### src/rtl/move_list_fifo.sv
// Multi-port move-word FIFO: up to NUM_WR writes per cycle, one FWFT read.
// Accepted words land in port order; refused writes set a sticky overflow.
module move_list_fifo #(
    parameter int DATA_W = 48,
    parameter int DEPTH  = 16,
    parameter int NUM_WR = 2,
    localparam int ADDR_W = $clog2(DEPTH)
) (
    input  logic                     clk,
    input  logic                     resetn,
    input  logic                     flush,
    input  logic [NUM_WR-1:0]        wr_en,
    input  logic [NUM_WR*DATA_W-1:0] wr_data,
    output logic [NUM_WR-1:0]        wr_accepted,
    output logic                     rd_valid,
    input  logic                     rd_ready,
    output logic [DATA_W-1:0]        rd_data,
    output logic [ADDR_W:0]          count,
    output logic                     full,
    output logic                     overflow
);

    logic [DATA_W-1:0] mem [DEPTH];
    logic [ADDR_W-1:0] wr_ptr;
    logic [ADDR_W-1:0] rd_ptr;
    logic [ADDR_W-1:0] slot_addr [NUM_WR];
    logic [NUM_WR-1:0] acc;
    logic [NUM_WR-1:0] drop;
    logic [ADDR_W:0]   n_acc;
    logic              pop;
    int                space_i;
    int                acc_n;

    assign rd_valid    = (count != '0);
    assign full        = (count == (ADDR_W+1)'(DEPTH));
    assign rd_data     = mem[rd_ptr];
    assign wr_accepted = acc;
    assign pop         = resetn && !flush && rd_valid && rd_ready;

    // Grant requested channels in index order while free slots remain;
    // accepted words pack into consecutive slots from the write pointer.
    always_comb begin
        acc     = '0;
        drop    = '0;
        acc_n   = 0;
        space_i = DEPTH - int'(count);
        for (int i = 0; i < NUM_WR; i++) begin
            slot_addr[i] = wr_ptr + acc_n[ADDR_W-1:0];
            if (wr_en[i]) begin
                if (acc_n < space_i) begin
                    acc[i] = 1'b1;
                    acc_n  = acc_n + 1;
                end else begin
                    drop[i] = 1'b1;
                end
            end
        end
        if (!resetn || flush) begin
            acc   = '0;
            drop  = '0;
            acc_n = 0;
        end
        n_acc = acc_n[ADDR_W:0];
    end

    // Storage array: no reset, only accepted words are written.
    always_ff @(posedge clk) begin
        for (int i = 0; i < NUM_WR; i++) begin
            if (acc[i]) begin
                mem[slot_addr[i]] <= wr_data[i*DATA_W +: DATA_W];
            end
        end
    end

    // Pointers, occupancy and sticky overflow; reset beats flush.
    always_ff @(posedge clk) begin
        if (!resetn) begin
            wr_ptr   <= '0;
            rd_ptr   <= '0;
            count    <= '0;
            overflow <= 1'b0;
        end else if (flush) begin
            wr_ptr   <= '0;
            rd_ptr   <= '0;
            count    <= '0;
            overflow <= 1'b0;
        end else begin
            wr_ptr <= wr_ptr + n_acc[ADDR_W-1:0];
            if (pop) begin
                rd_ptr <= rd_ptr + 1'b1;
            end
            count <= count + n_acc - {{ADDR_W{1'b0}}, pop};
            if (|drop) begin
                overflow <= 1'b1;
            end
        end
    end

endmodule

### config.mk
export PLATFORM = sky130hd
export DESIGN_NAME = move_list_fifo
export DESIGN_NICKNAME = d
export VERILOG_FILES = /design/src/rtl/move_list_fifo.sv
export SDC_FILE = /design/constraint.sdc
export NUM_CORES = 1
export LEC_CHECK = 0
export ABC_CLOCK_PERIOD_IN_PS = 8300
export BUFFER_PORTS_ARGS = -buffer_cell sky130_fd_sc_hd__buf_2
export CAP_MARGIN = 20
export CORE_UTILIZATION = 40
export CTS_BUF_LIST = sky130_fd_sc_hd__clkbuf_16
export CTS_CLUSTER_SIZE = 20
export DETAILED_ROUTE_END_ITERATION = 10
export PLACE_DENSITY_LB_ADDON = 0.25
export SLEW_MARGIN = 20
export SYNTH_ARGS = -nofsm -noshare
export SYNTH_HDL_FRONTEND = slang
export SYNTH_SLANG_ARGS = --single-unit
export TNS_END_PERCENT = 1
### constraint.sdc
create_clock -name clk -period 8.3 [get_ports clk]
set_input_delay 0 -clock clk [delete_from_list [all_inputs] [get_ports clk]]
set_output_delay 0 -clock clk [all_outputs]
set_load 0.02 [all_outputs]
==> out/metrics.yaml <==
worst_setup_path:
  cp-end-kind: "register"
  r2r-start: "count[0]$_SDFF_PN0_"
  cp-start-kind: "register"
  path_cells: "inv_1 > ha_1 > and2_1 > ha_1 > nor2b_1 > nand4_1 > o211a_1 > nand2_1 > inv_1 > ha_1 > ha_1 > nand4_1 > o31ai_2 > nand2_4 > buf_4 > buf_4 > o2bb2ai_1 > dlygate4sd3_1"
  path_max_fanout: 72
  cpPeakStageDelay_ps: 790
  crit_path_start: "count[0]$_SDFF_PN0_"
  cp_num_buf_inv: 5
  worstPathArrival_ps: 6680
  cp_top_family: "buffers and inverters"
  crit_top_cell: "ha_1"
  cp_slowest_cell: "buf_4"
  worstPathRequired_ps: 8680
  worstSetupPathType: "register to register"
timing:
  fin_ws_ps: 2003
  finalHoldViolations: 0
  fmax_ghz: 0.1588
  setup_violations: 0
  finalClockSkew_ps: 27.86
  rsz0062_at_grt: "no"
  slew_violations: 0
  relSlewSlack: 0.1990
  post-route-min-period_ps: 6297
  period_share: 0.7587
  worst_hold_slack_ps: 356.7
  worstMarginPinSlew_ps: 1202
  fin_tns_setup_ps: 0
yosys:
  synth_cells: 2494
  ys_warn_count: 0
  synth_cell_types: 47
  synth.net_count: 2616
  synthTopCellsByArea: "edfxtp_1 59%, o2bb2ai_1 17%, mux4_2 14%"
  seq_area_frac_synth: 0.6027
  yosysTopAreaCell: "edfxtp_1"
  ys.flop_type: "edfxtp_1"
  synth.top_cell.area_share: 0.5935
  ys_async_sr_fraction: 0
  yosys-top-cells-count: "768 x edfxtp_1, 768 x o2bb2ai_1, 240 x mux4_2, 203 x nand2_1, 162 x clkbuf_1"
  avgSynthCellArea_sq_um: 15.58
  netlist_area_sq_um: 38860
  synth_seq_cells: 786
  synth_edf_count: 768
grt:
  grt-ovfl-total: 0
  grt_pass1_vias: 26980
  grt_pass1_wl_um: 187600
  grt_max_degree: 150
  antenna_found_initial: 4
  grt_usage: 0.2616
clocking:
  postCtsSetupBuffers: 0
  cts_made_buffers: 85
  root_buffer: "clkbuf_16"
  clk_pin_slew_worst_paths_ps: 60
  cts_sinks: 786
  cts_resized: 0
  clk_latency_ps: 650
  cts_tree: "built"
  htreeDepth: 3
  clockBufferDepth: 3
die:
  rows: 113
  die_area_sq_um: 98400
  ios: 160
  die_w_um: 313.7
  coreArea_sq_um: 95580
  die_h_um: 313.7
  start_util: 0.4066
drt:
  drt_pass1_iterations: 6
  avgRoutedWirePerCell_um: 32.91
  viasPerCell: 6.740
  ant_nets: 0
  drc_errors: 0
  vias: 26500
  drt_iter0_drc: 3681
  wirelength_um: 129400
status:
  status: "complete, no violations"
final_layout:
  multiInputGateArea_sq_um: 14380
  finalInstanceArea_sq_um: 44990
  final_layout_size_suffix_gt1_frac: 0.2333
  fillers: 8210
  seqCellArea_sq_um: 23440
  nNetsFinal: 2723
  final_core_util: 0.4707
  area_growth_pct: 15.77
hold_path:
  hold_start: "wr_en[0]"
  hold_class: "input pin to register"
placement:
  port_buffers: 159
  gp_congestion: 0.8099
  dp_slack_ps: 2434
  place_area_sq_um: 40690
  hpwl_um: 69140
power:
  ir_drop_mv: 0.2387
  power.density_nw_per_um2: 230.0
  cellLeakagePower_nw: 13.43
job:
  maxCapViolations: 0
sequential cells by signal, indices dropped and copies added (netlist names), named ones only:
signal    flops
mem         768
wr_ptr        4
rd_ptr        4
count         5
overflow      1
report_power, final:
group | switching [W] | total (W) | internal (W)
Sequential | 0.0000439 | 0.00453 | 0.00449
Combinational | 0.00133 | 0.00206 | 0.000721
Clock | 0.00161 | 0.00376 | 0.00215
Total | 0.00299 | 0.0103 | 0.00736
layout by cell type (no fill, tap or decap), drive strengths merged, types with 2 or more instances in the layout:
cell type,netlist,layout
a21oi,3,3
and2,6,6
buf,177,209
bufinv,0,8
clkbuf,162,87
clkinv,0,35
clkinvlp,0,4
dfxtp,18,18
dlygate4sd3,0,150
edfxtp,768,768
fa,2,2
ha,18,18
inv,18,36
mux2i,2,2
mux4,240,240
nand2,204,204
nand2b,3,3
nand3,23,23
nand4,5,5
nor2,17,17
nor2b,8,8
nor4b,2,2
o211ai,2,2
o21ai,16,16
o22ai,4,4
o2bb2ai,768,768
o31ai,3,3
xnor2,4,4
xor2,4,4
area by class of cell:
| class | count | area share |
|---|---|---|
| diodes | 1 | 0.00005562 |
| clock buffers | 87 | 0.04839 |
| clock inverters | 65 | 0.01201 |
| inverters | 18 | 0.001502 |
| multi-input cells | 1351 | 0.3195 |
| flip-flops and latches | 786 | 0.5209 |
| well taps | 1265 | 0.03518 |
| repair buffers | 359 | 0.06238 |
layer usage:
layer	share of wire	track usage
met1	0.38	0.3536
met2	0.48	0.4262
met3	0.11	0.04572
met4	0.033	0.09024
met5	0	0
metrics by stage:
step           cells  power, W
2_1_floorplan   2494  0.005965
3_3_place_gp    3625  0.006563
3_5_place_dp    3626  0.006589
4_1_cts         3928   0.01037
5_1_grt         3932   0.01064
6_report        3932   0.01035
final timing paths:
path / endpoint / slack [ps] / cells past startpoint
worst max-delay path: mem[1][28]$_DFFE_PP_ / 2000 / 18
worst min-delay path: overflow$_SDFFE_PN0P_ / 360 / 5
worst max register to register: mem[1][28]$_DFFE_PP_ / 2000 / 18
worst min register to register: register / 550 / 2
kinds of logic (layout without fill, tap and decap cells):
| family | count (synthesis) | in the layout | share of synthesized area |
|---|---|---|---|
| muxes | 242 | 242 | 0.1396 |
| DFF | 786 | 786 | 0.6027 |
| buffers and inverters | 357 | 529 | 0.03860 |
| adders and majority gates | 20 | 20 | 0.006826 |
| other | 0 | 1 | 0 |
| AOI/OAI and AO/OA | 806 | 806 | 0.1794 |
| xor gates and xnor gates | 8 | 8 | 0.001803 |
| and+or+nand+nor | 275 | 275 | 0.03101 |
tightest hold or removal path, stage by stage:
cell	delay, ps
dlygate4sd3_1	520
buf_2	130
nand2_1	90
o21ai_0	140
o21bai_1	110
timing repair:
action | CTS | global route
endpoints found under the hold margin | 784 | 0
setup endpoints to repair | 0 | 0
hold buffers | 150 | 0
Note: power is estimated with default switching activity, not from simulation.
